### config.mk
export PLATFORM = sky130hd
export DESIGN_NAME = ym_mix_engine
export DESIGN_NICKNAME = d
export VERILOG_FILES = /design/src/rtl/ym_mix_pkg.sv /design/src/rtl/ym_mix_pdm.sv /design/src/rtl/ym_mix_engine.sv
export SDC_FILE = /design/constraint.sdc
export NUM_CORES = 1
export LEC_CHECK = 0
export ABC_AREA = 1
export CORE_MARGIN = 3
export CORE_UTILIZATION = 44
export CTS_CLUSTER_SIZE = 8
export DETAILED_ROUTE_END_ITERATION = 10
export REMOVE_ABC_BUFFERS = 1
export SLEW_MARGIN = 20
export SYNTH_ARGS = -nofsm -noshare
export SYNTH_HDL_FRONTEND = slang
export SYNTH_SLANG_ARGS = --single-unit
### constraint.sdc
create_clock -name clk -period 7.2 [get_ports clk]
set_clock_uncertainty 0.05 [all_clocks]
set_input_delay 1.44 -clock clk [delete_from_list [all_inputs] [get_ports clk]]
set_output_delay 1.44 -clock clk [all_outputs]
set_load 0.02 [all_outputs]
### src/rtl/ym_mix_pkg.sv
// Shared types and helpers for the ym_mix multi-channel FM output mixer.
package ym_mix_pkg;

  typedef enum logic [1:0] {
    IDLE  = 2'd0,
    ACCUM = 2'd1,
    DONE  = 2'd2
  } mix_state_e;

  localparam int SAT_W = 64;

  function automatic int unity_gain(input int gain_w);
    return 1 << (gain_w - 1);
  endfunction

  // Wide enough for CH_COUNT full-scale products, so the sum never wraps.
  function automatic int acc_width(input int in_w, input int gain_w, input int ch_count);
    return in_w + gain_w + 1 + $clog2(ch_count);
  endfunction

  function automatic logic signed [SAT_W-1:0] saturate(input logic signed [SAT_W-1:0] v,
                                                       input int out_w);
    logic signed [SAT_W-1:0] hi;
    logic signed [SAT_W-1:0] lo;
    hi = (64'sd1 <<< (out_w - 1)) - 64'sd1;
    lo = -hi - 64'sd1;
    if (v > hi) return hi;
    if (v < lo) return lo;
    return v;
  endfunction

endpackage

### src/rtl/ym_mix_pdm.sv
// First-order delta-sigma modulator for one output side; the module only
// exists when YM_MIX_PDM_EN is defined, matching its single use in the top.
`ifdef YM_MIX_PDM_EN
module ym_mix_pdm #(
  parameter int W = 16
) (
  input  logic         clk,
  input  logic         rst_n,
  input  logic [W-1:0] din,
  output logic         pdm
);

  logic [W:0] acc_q, acc_d;

  // The carry out of the W-bit phase accumulator is the output bit.
  always_comb acc_d = {1'b0, acc_q[W-1:0]} + {1'b0, din};

  always_ff @(posedge clk or negedge rst_n) begin
    if (!rst_n) acc_q <= '0;
    else        acc_q <= acc_d;
  end

  assign pdm = acc_q[W];

endmodule
`endif

### src/rtl/ym_mix_engine.sv
// Sequential stereo mixer: one channel per clock, per-channel gain and mute,
// saturated output with sticky flags. Optional PDM outputs via YM_MIX_PDM_EN.
module ym_mix_engine
  import ym_mix_pkg::*;
#(
  parameter int CH_COUNT = 4,
  parameter int IN_W     = 16,
  parameter int OUT_W    = 16,
  parameter int GAIN_W   = 8
) (
  input  logic                       clk,
  input  logic                       rst_n,
  input  logic                       sample_stb,
  input  logic [CH_COUNT*IN_W-1:0]   in_left,
  input  logic [CH_COUNT*IN_W-1:0]   in_right,
  input  logic [CH_COUNT-1:0]        mute,
  input  logic                       gain_we,
  input  logic [4:0]                 gain_addr,
  input  logic [GAIN_W-1:0]          gain_din,
  input  logic                       clip_clr,
  output logic signed [OUT_W-1:0]    out_left,
  output logic signed [OUT_W-1:0]    out_right,
  output logic                       out_valid,
  output logic                       busy,
  output logic                       clip_l,
  output logic                       clip_r,
  output logic                       overrun,
  output logic                       pdm_left,
  output logic                       pdm_right
);

  localparam int ACC_W  = acc_width(IN_W, GAIN_W, CH_COUNT);
  localparam int PROD_W = IN_W + GAIN_W + 1;
  localparam int IDX_W  = (CH_COUNT > 1) ? $clog2(CH_COUNT) : 1;
  localparam logic [IDX_W-1:0]  LAST_IDX = IDX_W'(CH_COUNT - 1);
  localparam logic [GAIN_W-1:0] UNITY    = GAIN_W'(unity_gain(GAIN_W));

  mix_state_e                  state_q, state_d;
  logic [IDX_W-1:0]            idx_q, idx_d;
  logic signed [ACC_W-1:0]     acc_l_q, acc_l_d, acc_r_q, acc_r_d;
  logic [CH_COUNT*GAIN_W-1:0]  gain_q, gain_d, snap_gain_q, snap_gain_d;
  logic [CH_COUNT*IN_W-1:0]    snap_l_q, snap_l_d, snap_r_q, snap_r_d;
  logic [CH_COUNT-1:0]         snap_mute_q, snap_mute_d;
  logic signed [OUT_W-1:0]     out_l_q, out_l_d, out_r_q, out_r_d;
  logic                        valid_q, valid_d;
  logic                        clip_l_q, clip_l_d, clip_r_q, clip_r_d;
  logic                        overrun_q, overrun_d;

  logic signed [IN_W-1:0]      cur_l, cur_r;
  logic [GAIN_W-1:0]           cur_gain;
  logic signed [PROD_W-1:0]    gain_ext, prod_l, prod_r;
  logic signed [ACC_W-1:0]     shift_l, shift_r;
  logic signed [SAT_W-1:0]     sat_l, sat_r;
  logic                        sat_hit_l, sat_hit_r;

  // Datapath: signed sample times zero-extended gain, then the DONE-stage scaling.
  always_comb begin
    cur_l    = snap_l_q[idx_q*IN_W +: IN_W];
    cur_r    = snap_r_q[idx_q*IN_W +: IN_W];
    cur_gain = snap_gain_q[idx_q*GAIN_W +: GAIN_W];
    gain_ext = PROD_W'({1'b0, cur_gain});
    if (snap_mute_q[idx_q]) begin
      prod_l = '0;
      prod_r = '0;
    end else begin
      prod_l = PROD_W'(cur_l) * gain_ext;
      prod_r = PROD_W'(cur_r) * gain_ext;
    end
    shift_l   = acc_l_q >>> (GAIN_W - 1);
    shift_r   = acc_r_q >>> (GAIN_W - 1);
    sat_l     = saturate(SAT_W'(shift_l), OUT_W);
    sat_r     = saturate(SAT_W'(shift_r), OUT_W);
    sat_hit_l = (sat_l != SAT_W'(shift_l));
    sat_hit_r = (sat_r != SAT_W'(shift_r));
  end

  always_comb begin
    // NOTE: every _d gets a hold/default value first so no path leaves it unassigned, which would infer a latch.
    state_d     = state_q;
    idx_d       = idx_q;
    acc_l_d     = acc_l_q;
    acc_r_d     = acc_r_q;
    snap_l_d    = snap_l_q;
    snap_r_d    = snap_r_q;
    snap_mute_d = snap_mute_q;
    snap_gain_d = snap_gain_q;
    out_l_d     = out_l_q;
    out_r_d     = out_r_q;
    valid_d     = 1'b0;
    clip_l_d    = clip_clr ? 1'b0 : clip_l_q;
    clip_r_d    = clip_clr ? 1'b0 : clip_r_q;
    overrun_d   = clip_clr ? 1'b0 : overrun_q;

    gain_d = gain_q;
    if (gain_we && (gain_addr < 5'(CH_COUNT)))
      gain_d[gain_addr*GAIN_W +: GAIN_W] = gain_din;

    unique case (state_q)
      IDLE: begin
        if (sample_stb) begin
          snap_l_d    = in_left;
          snap_r_d    = in_right;
          snap_mute_d = mute;
          snap_gain_d = gain_q;
          acc_l_d     = '0;
          acc_r_d     = '0;
          idx_d       = '0;
          state_d     = ACCUM;
        end
      end
      ACCUM: begin
        acc_l_d = acc_l_q + ACC_W'(prod_l);
        acc_r_d = acc_r_q + ACC_W'(prod_r);
        if (idx_q == LAST_IDX) state_d = DONE;
        else                   idx_d   = idx_q + IDX_W'(1);
        if (sample_stb) overrun_d = 1'b1;
      end
      DONE: begin
        out_l_d = sat_l[OUT_W-1:0];
        out_r_d = sat_r[OUT_W-1:0];
        valid_d = 1'b1;
        if (sat_hit_l)  clip_l_d  = 1'b1;
        if (sat_hit_r)  clip_r_d  = 1'b1;
        if (sample_stb) overrun_d = 1'b1;
        state_d = IDLE;
      end
      default: state_d = IDLE;
    endcase
  end

  always_ff @(posedge clk or negedge rst_n) begin
    if (!rst_n) begin
      // NOTE: state registers update with <= so every flop samples pre-edge values together.
      state_q   <= IDLE;
      idx_q     <= '0;
      acc_l_q   <= '0;
      acc_r_q   <= '0;
      gain_q    <= {CH_COUNT{UNITY}};
      out_l_q   <= '0;
      out_r_q   <= '0;
      valid_q   <= 1'b0;
      clip_l_q  <= 1'b0;
      clip_r_q  <= 1'b0;
      overrun_q <= 1'b0;
    end else begin
      state_q   <= state_d;
      idx_q     <= idx_d;
      acc_l_q   <= acc_l_d;
      acc_r_q   <= acc_r_d;
      gain_q    <= gain_d;
      out_l_q   <= out_l_d;
      out_r_q   <= out_r_d;
      valid_q   <= valid_d;
      clip_l_q  <= clip_l_d;
      clip_r_q  <= clip_r_d;
      overrun_q <= overrun_d;
    end
  end

  // NOTE: snapshot storage has no reset; it is always loaded on sample_stb before ACCUM reads it.
  always_ff @(posedge clk) begin
    snap_l_q    <= snap_l_d;
    snap_r_q    <= snap_r_d;
    snap_mute_q <= snap_mute_d;
    snap_gain_q <= snap_gain_d;
  end

  assign out_left  = out_l_q;
  assign out_right = out_r_q;
  assign out_valid = valid_q;
  assign busy      = (state_q != IDLE);
  assign clip_l    = clip_l_q;
  assign clip_r    = clip_r_q;
  assign overrun   = overrun_q;

`ifdef YM_MIX_PDM_EN
  // Offset-binary input: flipping the MSB maps -2^(OUT_W-1) to 0.
  ym_mix_pdm #(.W(OUT_W)) u_pdm_left (
    .clk   (clk),
    .rst_n (rst_n),
    .din   ({~out_l_q[OUT_W-1], out_l_q[OUT_W-2:0]}),
    .pdm   (pdm_left)
  );

  ym_mix_pdm #(.W(OUT_W)) u_pdm_right (
    .clk   (clk),
    .rst_n (rst_n),
    .din   ({~out_r_q[OUT_W-1], out_r_q[OUT_W-2:0]}),
    .pdm   (pdm_right)
  );
`else
  assign pdm_left  = 1'b0;
  assign pdm_right = 1'b0;
`endif

endmodule

==> out/results.ini <==
[synth]
synth_edf_count = 164
synthCells = 2687
synth_flop_cell = edfxtp_1
synthArstFlopShare = 0.434
ys_types = 64
syn-cell-area_um2 = 23500
avgSynthCellArea_um2 = 8.75
yosysSeqAreaShare = 0.344
ys_warn_count = 0
yosys_register_bits = 290

[finish]
design_area_um2 = 29000
area.growth.synth_to_final_pct = 23.5
num_antenna_cells = 0
drive_gt1_frac = 0.130
nets = 3482

[sta]
max_slew_margin = 0.251
hold_violations = 0
setup_viol = 0
tightest_slew_ps = 1120
post-route-min-period_ps = 6900
maxSlewViolCount = 0
fin_crit_sh = 0.958
finalSetupTns_ps = 0
clock.fmax_ghz = 0.145
fin_ws_ps = 301
grt_setup_unrepaired = true

[setup_path]
crit_top_cell = fa_1
endpoint = acc_r_q[22]
startpoint = idx_q[0]
cp-start-kind = register
critical_path_cell_count = 30
path_delay_family = adder cells
critPathBufInv = 7
cp_slowest_cell = dfrtp_4
path_class = register to register
r2r_end = acc_r_q[22]
timing.rr.start = idx_q[0]
r2r_slack_ps = 300
rr_worst_depth = 30
worstPathMaxFanout = 13
slowest_delay_ps = 560
cp_data_required_time_ps = 7570
end_kind = register
cp.arrival_ps = 7270

[die]
start_util = 0.446
core_um2 = 52700
rows = 84
die_h_um = 237
die_w_um = 237
fp.dieArea_um2 = 56200
io_pins = 189

[place]
port_buffers = 186
dp_hpwl_um = 48100
dp_slack_ps = -171
place_area_um2 = 26500
globalplace.congestion = 0.938

[grt]
gr-usage-all-layers = 0.222
grt_antenna_before_repair = 0
grt_max_degree = 160
grt_pass1_wl_um = 101000
grt_overflow_total = 0
grt_pass1_vias = 19600

[run]
maxCapViolCount = 0

[route]
wirelength_um = 65400
drc = 0
dr.pass1.iters = 5
via_count = 19300
viasPerCell = 5.26
routedWlPerCell_um = 17.8
first_iter_violations = 1029
drtAntennaViolNets = 0

[outcome]
status = finished clean

[cts]
clk_latency_ps = 560
clk_pin_slew_ps = 60
htreeDepth = 2
numCtsBuffers = 42
cts_max_path_buffers = 3
cts_tree = done
cts.sinks = 290
cts_root_buffer = clkbuf_16

[hold_path]
min_path_type = register to register

-- sequential cells by signal (all words and copies together) (netlist names), 2 cells and up --
| register | count |
|---|---|
| snap_l_q | 64 |
| snap_r_q | 64 |
| gain_q | 32 |
| snap_gain_q | 32 |
| acc_l_q | 27 |
| acc_r_q | 27 |
| out_left | 16 |
| out_right | 16 |
| snap_mute_q | 4 |
| idx_q | 2 |
| state_q | 2 |
-- per-layer routing --
metal  vias to the layer above  GRT usage  wire, µm
li1                       9255          -         -
met3                       105     0.0238      2680
met4                         0     0.0619      1610
met5                         -          0         0
met1                      9489      0.272     27000
met2                       452      0.412     34100
-- cells in the final DEF (no fill, tap or decap), drive strengths merged, types with 14 or more instances in the layout --
| master | count |
|---|---|
| a21oi | 213 |
| a32oi | 37 |
| fa | 206 |
| edfxtp | 164 |
| clkbuf | 65 |
| nand2 | 555 |
| ha | 159 |
| nand4 | 14 |
| nor4 | 16 |
| inv | 457 |
| buf | 116 |
| clkdlybuf4s50 | 185 |
| nand3 | 78 |
| o21ai | 173 |
| dfrtp | 122 |
| nor2 | 299 |
| xor2 | 15 |
-- cell type report --
class,count,area [µm²]
flip-flops and latches,290,8090
multi-input cells,1861,14000
well taps,688,861
clock buffers,57,1120
repair inverters,3,22.5
clock inverters,4,67.6
repair buffers,309,3140
fillers,4710,23600
inverters,460,1760
-- how the worst min path moves through the flow --
stage / startpoint / endpoint / slack (ps) / cells past startpoint
final: gain_q[13] / snap_gain_q[13] / 390 / 0
after global routing: gain_q[9] / snap_gain_q[9] / 410 / 0
after CTS: gain_q[13] / snap_gain_q[13] / 390 / 0
after detailed placement: gain_q[5] / snap_gain_q[5] / 380 / 0
after global placement: gain_q[5] / snap_gain_q[5] / 380 / 0
after floorplan: gain_q[1] / snap_gain_q[1] / 370 / 0
-- cells in the mapped netlist, types with 3 or more instances --
library cell,instances,share of area
mux2_2,5,0.0024
o21ai_0,139,0.030
dfrtp_1,122,0.13
buf_1,3,0.00048
nor3_1,7,0.0015
fa_1,206,0.18
nor2_1,294,0.047
inv_1,449,0.072
ha_1,159,0.085
o21ai_1,17,0.0036
mux2i_1,3,0.0013
xor2_1,15,0.0056
dfstp_2,4,0.0045
a21o_1,12,0.0038
nor2_2,4,0.0011
a32oi_1,31,0.012
o22ai_1,10,0.0027
nand4_1,12,0.0032
nand2_1,545,0.087
o21bai_1,4,0.0013
nand2_2,10,0.0027
o31ai_1,9,0.0029
nor4_1,16,0.0043
a22o_1,4,0.0015
a32oi_2,6,0.0042
edfxtp_1,164,0.21
xnor2_1,10,0.0037
clkbuf_8,3,0.0018
clkbuf_1,20,0.0032
o211ai_1,4,0.0013
a21oi_1,210,0.045
buf_4,8,0.0026
buf_2,40,0.0085
nand3_2,7,0.0030
o21ai_2,17,0.0063
nand3_1,70,0.015
o21a_1,4,0.0013
inv_2,9,0.0014
-- repair_timing --
| action | CTS | global route |
|---|---|---|
| pin swaps | 0 | 41 |
| cloned | 0 | 12 |
| gates resized for setup | 9 | 185 |
| hold buffers | 0 | 0 |
| setup endpoints to repair | 5 | 22 |
| setup buffers | 0 | 44 |
| endpoints found under the hold margin | 0 | 0 |
-- per-stage QoR --
| stage | utilization | hold slack [ps] | cells |
|---|---|---|---|
| after floorplan | - | 369 | 2611 |
| after global placement | 0.503 | 376 | 3555 |
| after detailed placement | 0.503 | 382 | 3555 |
| after CTS | 0.526 | 393 | 3616 |
| after global routing | 0.551 | 408 | 3672 |
| final | 0.551 | 388 | 3672 |
-- kinds of logic (layout without fill, tap and decap cells) --
| group | count (synthesis) | count (layout) | share of synthesized area |
|---|---|---|---|
| xor+xnor | 25 | 25 | 0.00932 |
| other cells | 1 | 2 | 0.000160 |
| flops | 290 | 290 | 0.344 |
| simple gates | 975 | 975 | 0.169 |
| buf+inv | 537 | 833 | 0.0912 |
| mux | 8 | 8 | 0.00367 |
| fa+ha+maj | 365 | 365 | 0.260 |
| compound gates | 486 | 486 | 0.122 |
Power is not shown: default switching activity piles up to over one toggle a cycle in this logic, so the estimate is an artifact.
